<file path="src/rtl/mem_wb_stage.sv">
// MEM/WB pipeline register with write-back select, forwarding and retire count.
// Optional byte/halfword load extraction when SUBWORD_LOAD_EN is defined.
module mem_wb_stage #(
  parameter int CNT_W = 32
) (
  input  logic             clk,
  input  logic             reset,
  input  logic             Stall,
  input  logic             Flush,
  input  logic             EX_Valid,
  input  logic             EX_RegWrite,
  input  logic [4:0]       EX_RegDest,
  input  logic             EX_MemtoReg,
  input  logic [31:0]      EX_ALUOut,
  input  logic [2:0]       EX_LoadType,
  input  logic [31:0]      MEM_ReadData,
  output logic             WB_Valid,
  output logic             WB_RegWrite,
  output logic [4:0]       WB_RegDest,
  output logic [31:0]      WB_WrData,
  output logic [31:0]      WBForwardSrc,
  output logic             WBForwardValid,
  output logic [CNT_W-1:0] RetireCount
);

  logic [31:0]      load_data;
  logic [31:0]      sel;
  logic             wen;
  logic [CNT_W-1:0] retire_cnt;

`ifdef SUBWORD_LOAD_EN
  logic [7:0]  byte_v;
  logic [15:0] half_v;

  always_comb begin
    byte_v = MEM_ReadData[7:0];
    case (EX_ALUOut[1:0])
      2'd1:    byte_v = MEM_ReadData[15:8];
      2'd2:    byte_v = MEM_ReadData[23:16];
      2'd3:    byte_v = MEM_ReadData[31:24];
      default: byte_v = MEM_ReadData[7:0];
    endcase
    half_v = EX_ALUOut[1] ? MEM_ReadData[31:16]
                          : MEM_ReadData[15:0];
  end

  always_comb begin
    load_data = MEM_ReadData;
    case (EX_LoadType)
      3'b001:  load_data = {{24{byte_v[7]}}, byte_v};
      3'b010:  load_data = {24'd0, byte_v};
      3'b011:  load_data = {{16{half_v[15]}}, half_v};
      3'b100:  load_data = {16'd0, half_v};
      default: load_data = MEM_ReadData;
    endcase
  end
`else
  // Word-only loads: load type has no effect in this build.
  logic unused_load_type;
  assign unused_load_type = ^EX_LoadType;
  assign load_data = MEM_ReadData;
`endif

  assign sel = EX_MemtoReg ? load_data : EX_ALUOut;
  assign wen = EX_Valid & EX_RegWrite & (EX_RegDest != 5'd0);

  always_ff @(posedge clk or negedge reset) begin
    if (!reset) begin
      WB_Valid    <= 1'b0;
      WB_RegWrite <= 1'b0;
      WB_RegDest  <= 5'd0;
      WB_WrData   <= 32'd0;
      retire_cnt  <= '0;
    end else if (Flush) begin
      WB_Valid    <= 1'b0;
      WB_RegWrite <= 1'b0;
      WB_RegDest  <= 5'd0;
      WB_WrData   <= 32'd0;
    end else if (!Stall) begin
      WB_Valid    <= EX_Valid;
      WB_RegWrite <= wen;
      WB_RegDest  <= EX_RegDest;
      WB_WrData   <= sel;
      if (EX_Valid)
        retire_cnt <= retire_cnt + {{(CNT_W-1){1'b0}}, 1'b1};
    end
  end

  assign WBForwardSrc   = WB_WrData;
  assign WBForwardValid = WB_Valid & WB_RegWrite;
  assign RetireCount    = retire_cnt;

endmodule
</file>
<file path="config.mk">
export PLATFORM = sky130hd
export DESIGN_NAME = mem_wb_stage
export DESIGN_NICKNAME = d
export VERILOG_FILES = /design/src/rtl/mem_wb_stage.sv
export SDC_FILE = /design/constraint.sdc
export NUM_CORES = 1
export LEC_CHECK = 0
export ABC_AREA = 0
export CAP_MARGIN = 25
export CORE_MARGIN = 3
export CORE_UTILIZATION = 37
export DETAILED_ROUTE_END_ITERATION = 10
export PLACE_DENSITY = 0.78
export SLEW_MARGIN = 40
export SYNTH_ARGS = -nofsm -noshare
export SYNTH_HDL_FRONTEND = slang
export SYNTH_SLANG_ARGS = --single-unit
</file>
<file path="constraint.sdc">
create_clock -name clk -period 1.7 [get_ports clk]
set_input_delay 0.425 -clock clk [delete_from_list [all_inputs] [get_ports clk]]
set_output_delay 0.425 -clock clk [all_outputs]
set_load 0.01 [all_outputs]
</file>
### Yosys cells after proc, flatten, opt, wreduce, memory -nomap -nowiden

Cells that the tools add are included.

| cells by class | value |
|---|---|
| add/subtract/negate cells | 1 |
| eq/ne operators | 1 |
| mux-type cells | 9 |
| bitwise logic cells | 5 |
| reduce and logical (&&, ||, !) cells | 2 |

Operator list:

| cell | number |
|---|---|
| 32-bit 2-to-1 mux | 3 |
| 32-bit by 1-bit adder with 32-bit output (second input constant) | 1 |
| 5-bit 2-to-1 mux | 2 |
| 5-bit nonzero test | 1 |
| 1-bit 2-to-1 mux | 4 |
| 1-bit bitwise AND | 3 |
| 3-bit AND reduction | 1 |
| 2-bit by 1-bit inequality test with 1-bit output (second input constant) | 1 |
| 1-bit NOT | 2 |

| word-level totals | value |
|---|---|
| flip-flop bits (word level) | 71 |
| input port bits | 79 |
| output and inout port bits | 104 |

### Longest topological paths before layout

| logic depth | value |
|---|---|
| depth after elaboration | 4 |
| depth in mapped cells | 6 |
| depth with buffers taken out | 5 |

### Least setup slack after synthesis

Ideal clock, no wire load.

| timing | value |
|---|---|
| path kind | reg-to-reg |
| from | register retire_cnt[0] (netlist: RetireCount[0]) |
| to | register retire_cnt[28] (netlist: RetireCount[28]) |
| library setup time | 79 ps |
| data arrival time | 1706 ps |
| data required time | 1621 ps |
| slack | -85 ps |
| stages on the path, launching flop included | 7 |
| buffers on the path | 1 |
| period minus slack after synthesis | 1785 ps |
| path through | dfrtp_1 -> ha_1 -> nand4bb_1 -> or4_1 -> buf_6 -> nor4_4 -> xor2_1 |

| on the way | value |
|---|---|
| word-level cells in the longest chain between the ends | 1 |

RTL lines:

| element | RTL line | text |
|---|---|---|
| start: declaration | 29 | `logic [CNT_W-1:0] retire_cnt;` |
| start signal: assignment | 85 | `retire_cnt <= retire_cnt + {{(CNT_W-1){1'b0}}, 1'b1};` |
| 32-bit by 1-bit adder with 32-bit output | 85 |  |

Every way passes these cells.
A chain may end at the register's enable or synchronous reset.

### Final worst setup path

| timing | value |
|---|---|
| from | register retire_cnt[5] (netlist: RetireCount[5]) |
| to | register retire_cnt[30] (netlist: RetireCount[30]) |

Same word-level chain as after synthesis.

==> flow_summary.html <==
<table>
<tr><th>Metric</th><th>Value</th></tr>
<tr><th colspan="2">Routing</th></tr>
<tr><td>Number of design-rule violations left by the first detailed-router iteration</td><td>76</td></tr>
<tr><td>Post-route DRC</td><td>0</td></tr>
<tr><td>Detailed route wirelength on metal3</td><td>550 µm</td></tr>
<tr><td>Initial DRT Pass Iterations</td><td>4</td></tr>
<tr><td>Remaining antenna violation count</td><td>0</td></tr>
<tr><td>DR top layer</td><td>met4</td></tr>
<tr><td>DR WL met2</td><td>5.556 mm</td></tr>
<tr><td>Sum of routed wire length over all layers</td><td>10.84 mm</td></tr>
<tr><td>Number of vias in the routed layout</td><td>3278</td></tr>
<tr><td>Average wire length per cell after detail routing</td><td>15.77 µm</td></tr>
<tr><td>Via count normalized by instance count</td><td>4.771</td></tr>
<tr><td>Routed met1 length</td><td>4.636 mm</td></tr>
<tr><th colspan="2">Timing</th></tr>
<tr><td>Clk_skew</td><td>7.374 ps</td></tr>
<tr><td>Final period utilization</td><td>101.7%</td></tr>
<tr><td>Time the final worst path needs with I/O delays and setup</td><td>1729 ps</td></tr>
<tr><td>Final Setup Violations</td><td>2</td></tr>
<tr><td>Number of max-slew violations in the final report</td><td>0</td></tr>
<tr><td>Final critical-path setup slack</td><td>-28.86 ps</td></tr>
<tr><td>Final count of hold timing violations</td><td>0</td></tr>
<tr><td>Transition time of the tightest slew-check pin</td><td>417.5 ps</td></tr>
<tr><td>Total negative slack for setup checks</td><td>-35.51 ps</td></tr>
<tr><td>Remaining max-slew budget at the tightest pin</td><td>72.17%</td></tr>
<tr><td>Setup repair after global routing missed its margin</td><td>yes</td></tr>
<tr><td>Highest clock frequency the design can meet</td><td>578.4 MHz</td></tr>
<tr><th colspan="2">Clocking</th></tr>
<tr><td>Cell chosen for the clock root</td><td>clkbuf_8</td></tr>
<tr><td>Cts-stage hold buffer count</td><td>0</td></tr>
<tr><td>Number of buffers created by CTS</td><td>9</td></tr>
<tr><td>Worst-Skew Late Latency</td><td>340 ps</td></tr>
<tr><td>Post-CTS clock slew at the launch and capture registers of the worst setup and hold paths</td><td>80 ps</td></tr>
<tr><td>H-tree Lvls</td><td>3</td></tr>
<tr><td>Number of buffers on the longest clock path</td><td>2</td></tr>
<tr><td>Total number of clock tree sinks</td><td>71</td></tr>
<tr><td>Clock tree from TritonCTS</td><td>built</td></tr>
<tr><th colspan="2">Yosys</th></tr>
<tr><td>Number of distinct standard cells referenced by the synthesized netlist</td><td>32</td></tr>
<tr><td>Most frequent cells after synthesis</td><td>nor2_1 (79), dfrtp_1 (71), mux2i_1 (37)</td></tr>
<tr><td>Synth Flop Type</td><td>dfrtp_1</td></tr>
<tr><td>Synth Instances</td><td>370</td></tr>
<tr><td>Post-Synthesis Mean Instance Area</td><td>9.999 µm²</td></tr>
<tr><td>Most frequently used cell type in the post-synthesis netlist</td><td>nor2_1</td></tr>
<tr><td>Nets in the synthesized netlist</td><td>450</td></tr>
<tr><td>Cell types with the largest area share after synthesis</td><td>dfrtp_1 (48%), mux2i_1 (10%), nor2_1 (8.0%)</td></tr>
<tr><td>Cell type with the highest aggregate area in the netlist</td><td>dfrtp_1</td></tr>
<tr><td>Synthesized area</td><td>0.003700 mm²</td></tr>
<tr><td>Share of synthesized area occupied by flip-flops and latches</td><td>48.02%</td></tr>
<tr><td>Fraction of registers with async set/reset</td><td>100.0%</td></tr>
<tr><td>Total of flip-flops plus latches after synthesis</td><td>71</td></tr>
<tr><td>Syn. warnings</td><td>0</td></tr>
<tr><td>EDFF count, synth</td><td>0</td></tr>
<tr><td>Fraction of synthesized cell area taken by the top area cell type</td><td>48.02%</td></tr>
<tr><th colspan="2">Min path</th></tr>
<tr><td>Tightest Hold Check Type</td><td>primary input to asynchronous set/reset pin</td></tr>
<tr><th colspan="2">Critical path</th></tr>
<tr><td>Delay contributed by the slowest stage of the critical path</td><td>540 ps</td></tr>
<tr><td>Category of cells accounting for the largest share of critical-path delay</td><td>simple AND/OR/NAND/NOR gates</td></tr>
<tr><td>Number of buffer and inverter instances along the worst setup path</td><td>2</td></tr>
<tr><td>Kind of critical path</td><td>flop to flop</td></tr>
<tr><td>Kind of end point of the critical path</td><td>flop</td></tr>
<tr><td>Flop2flop setup slack</td><td>-30 ps</td></tr>
<tr><td>WP data arrival</td><td>1980 ps</td></tr>
<tr><td>Series of cell instances along the critical path</td><td>buf_4, nand4_4, or4_4, buf_8, nor3_4, xor2_1</td></tr>
<tr><td>Largest driver fanout on the critical path</td><td>5</td></tr>
<tr><td>Required time worst endpoint</td><td>1950 ps</td></tr>
<tr><td>Cell at the slowest stage of the critical path</td><td>or4_4</td></tr>
<tr><td>Worst setup SP type</td><td>flop</td></tr>
<tr><th colspan="2">Die</th></tr>
<tr><td>Number of rows created at floorplan</td><td>35</td></tr>
<tr><td>Overall die area</td><td>0.01123 mm²</td></tr>
<tr><td>Die Span Y</td><td>106.0 µm</td></tr>
<tr><td>Die Span X</td><td>106.0 µm</td></tr>
<tr><td>IO Pins</td><td>183</td></tr>
<tr><td>Area of the core</td><td>0.009459 mm²</td></tr>
<tr><td>Effective utilization at floorplan</td><td>39.11%</td></tr>
<tr><th colspan="2">Cells and area</th></tr>
<tr><td>Post-layout instance count excluding filler cells</td><td>687</td></tr>
<tr><td>Util after Layout</td><td>64.18%</td></tr>
<tr><td>Number of inserted diodes</td><td>0</td></tr>
<tr><td>Layout cell share with drive strength beyond 1</td><td>16.85%</td></tr>
<tr><td>Syn-to-layout area delta</td><td>64.09%</td></tr>
<tr><td>Final design instance area without fill</td><td>0.006071 mm²</td></tr>
<tr><td>Count of nets after finishing</td><td>633</td></tr>
<tr><th colspan="2">Global routing</th></tr>
<tr><td>Initial antenna violation count</td><td>0</td></tr>
<tr><td>Vias in the first global route</td><td>3276</td></tr>
<tr><td>Total global routing track utilization</td><td>18.47%</td></tr>
<tr><td>Largest net degree at the start of global routing</td><td>73</td></tr>
<tr><td>Global-route wire length before repair</td><td>16.82 mm</td></tr>
<tr><td>Congestion Overflow GR</td><td>0</td></tr>
<tr><th colspan="2">Power</th></tr>
<tr><td>Power density normalized to cell area</td><td>738.9 mW/mm²</td></tr>
<tr><td>Max IR drop VDD</td><td>0.0005580 V</td></tr>
<tr><td>Standby leakage power</td><td>3.526 nW</td></tr>
<tr><th colspan="2">Placed design</th></tr>
<tr><td>Number of cells in the design after placement</td><td>653</td></tr>
<tr><td>Routability cong.</td><td>0.8332</td></tr>
<tr><td>Cell area after placement</td><td>0.005554 mm²</td></tr>
<tr><td>Count of input and output buffers</td><td>179</td></tr>
<tr><td>Detailed placement HPWL</td><td>7.713 mm</td></tr>
<tr><th colspan="2">Status</th></tr>
<tr><td>Failing checks</td><td>negative setup slack</td></tr>
<tr><td>Outcome</td><td>finished, violations left</td></tr>
<tr><th colspan="2">Flow run</th></tr>
<tr><td>Max Cap Viol</td><td>0</td></tr>
</table>
==> power by group <==
part | switching [mW] | internal (mW)
registers | 0.0956 | 1.80
logic | 0.475 | 0.617
clock network | 0.671 | 0.828
==> worst register-to-register path: cells and delay by family (launching register included) <==
kind | cells | cell delay (ps)
xor+xnor | 1 | 200
simple gates | 3 | 780
buf+inv | 2 | 310
flops | 1 | 370
==> cell type report <==
type                    instances  area, µm²
repair buffers                223       2182
clock inverters                 7      97.59
well taps                     129      161.4
fillers                       782       3388
flip-flops and latches         71       1780
clock buffers                   9      123.9
multi-input cells             240       1695
inverters                       8      30.03
==> registers in the layout (all words and copies together) (netlist names) <==
signal / cells
WB_RegWrite: 1
WB_Valid: 1
RetireCount: 32
WB_RegDest: 5
WBForwardSrc: 32
==> layout by cell type (no fill, tap or decap), types with 2 or more instances in the layout <==
master and n:
mux2i_1 37, clkinvlp_4 2, clkbuf_8 9, clkinv_4 2
buf_6 5, and2_1 2, and4_1 3, nor4_4 6
or4_4 2, clkdlybuf4s50_1 71, bufinv_16 2, inv_1 8
xnor2_1 10, dfrtp_2 3, nor3_1 3, buf_2 3
nand2_1 10, nand4_1 4, nor3_2 6, nand3_1 8
buf_12 5, buf_4 33, dlygate4sd2_1 71, dfrtp_1 68
nor2_2 2, dlymetal6s2s_1 32, a21oi_1 34, xor2_1 21
nor2_1 76
==> logic make-up after synthesis <==
family                     synth area share [%]
DFF                                       48.02
xor gates and xnor gates                  7.339
adders and majority gates                0.3381
buffers and inverters                     9.807
muxes                                     10.31
AOI/OAI and AO/OA                         4.802
and+or+nand+nor                           19.38
==> final timing paths <==
kind / start / endpoint / cells after the start
min in group clk: RetireCount[31]$_DFFE_PN0P_ / RetireCount[31]$_DFFE_PN0P_ / 1
setup / recovery: RetireCount[5]$_DFFE_PN0P_ / RetireCount[30]$_DFFE_PN0P_ / 6
setup reg to reg: RetireCount[5]$_DFFE_PN0P_ / RetireCount[30]$_DFFE_PN0P_ / 6
max in group asynchronous: reset / RetireCount[0]$_DFFE_PN0P_ / 2
hold / removal: reset / WBForwardSrc[9]$_DFFE_PN0P_ / 2
hold reg to reg: RetireCount[31]$_DFFE_PN0P_ / RetireCount[31]$_DFFE_PN0P_ / 1
==> per-layer routing <==
metal | up-vias | GRT usage, %
li1 | 1579 | -
met1 | 1582 | 23.13
met2 | 110 | 32.88
met3 | 7 | 3.704
met4 | 0 | 4.163
met5 | - | 0
==> per-stage QoR <==
stage               hold WS (ps)  worst slack (ps)  total power [mW]
floorplan                  129.4            -2.457             2.338
global placement           460.2            -436.2             2.961
detailed placement         464.8            -441.3             2.981
CTS                        117.1            -23.98             4.498
global route               122.4            -82.67             4.696
finish                     99.41            -28.86             4.486
==> what timing repair did <==
item                       CTS  global route
setup endpoints to repair   96            54
pin swaps                    3            13
cloned                       1             0
setup buffers               15             2
gates resized for setup     83            58
(Power assumes the default switching activity.)
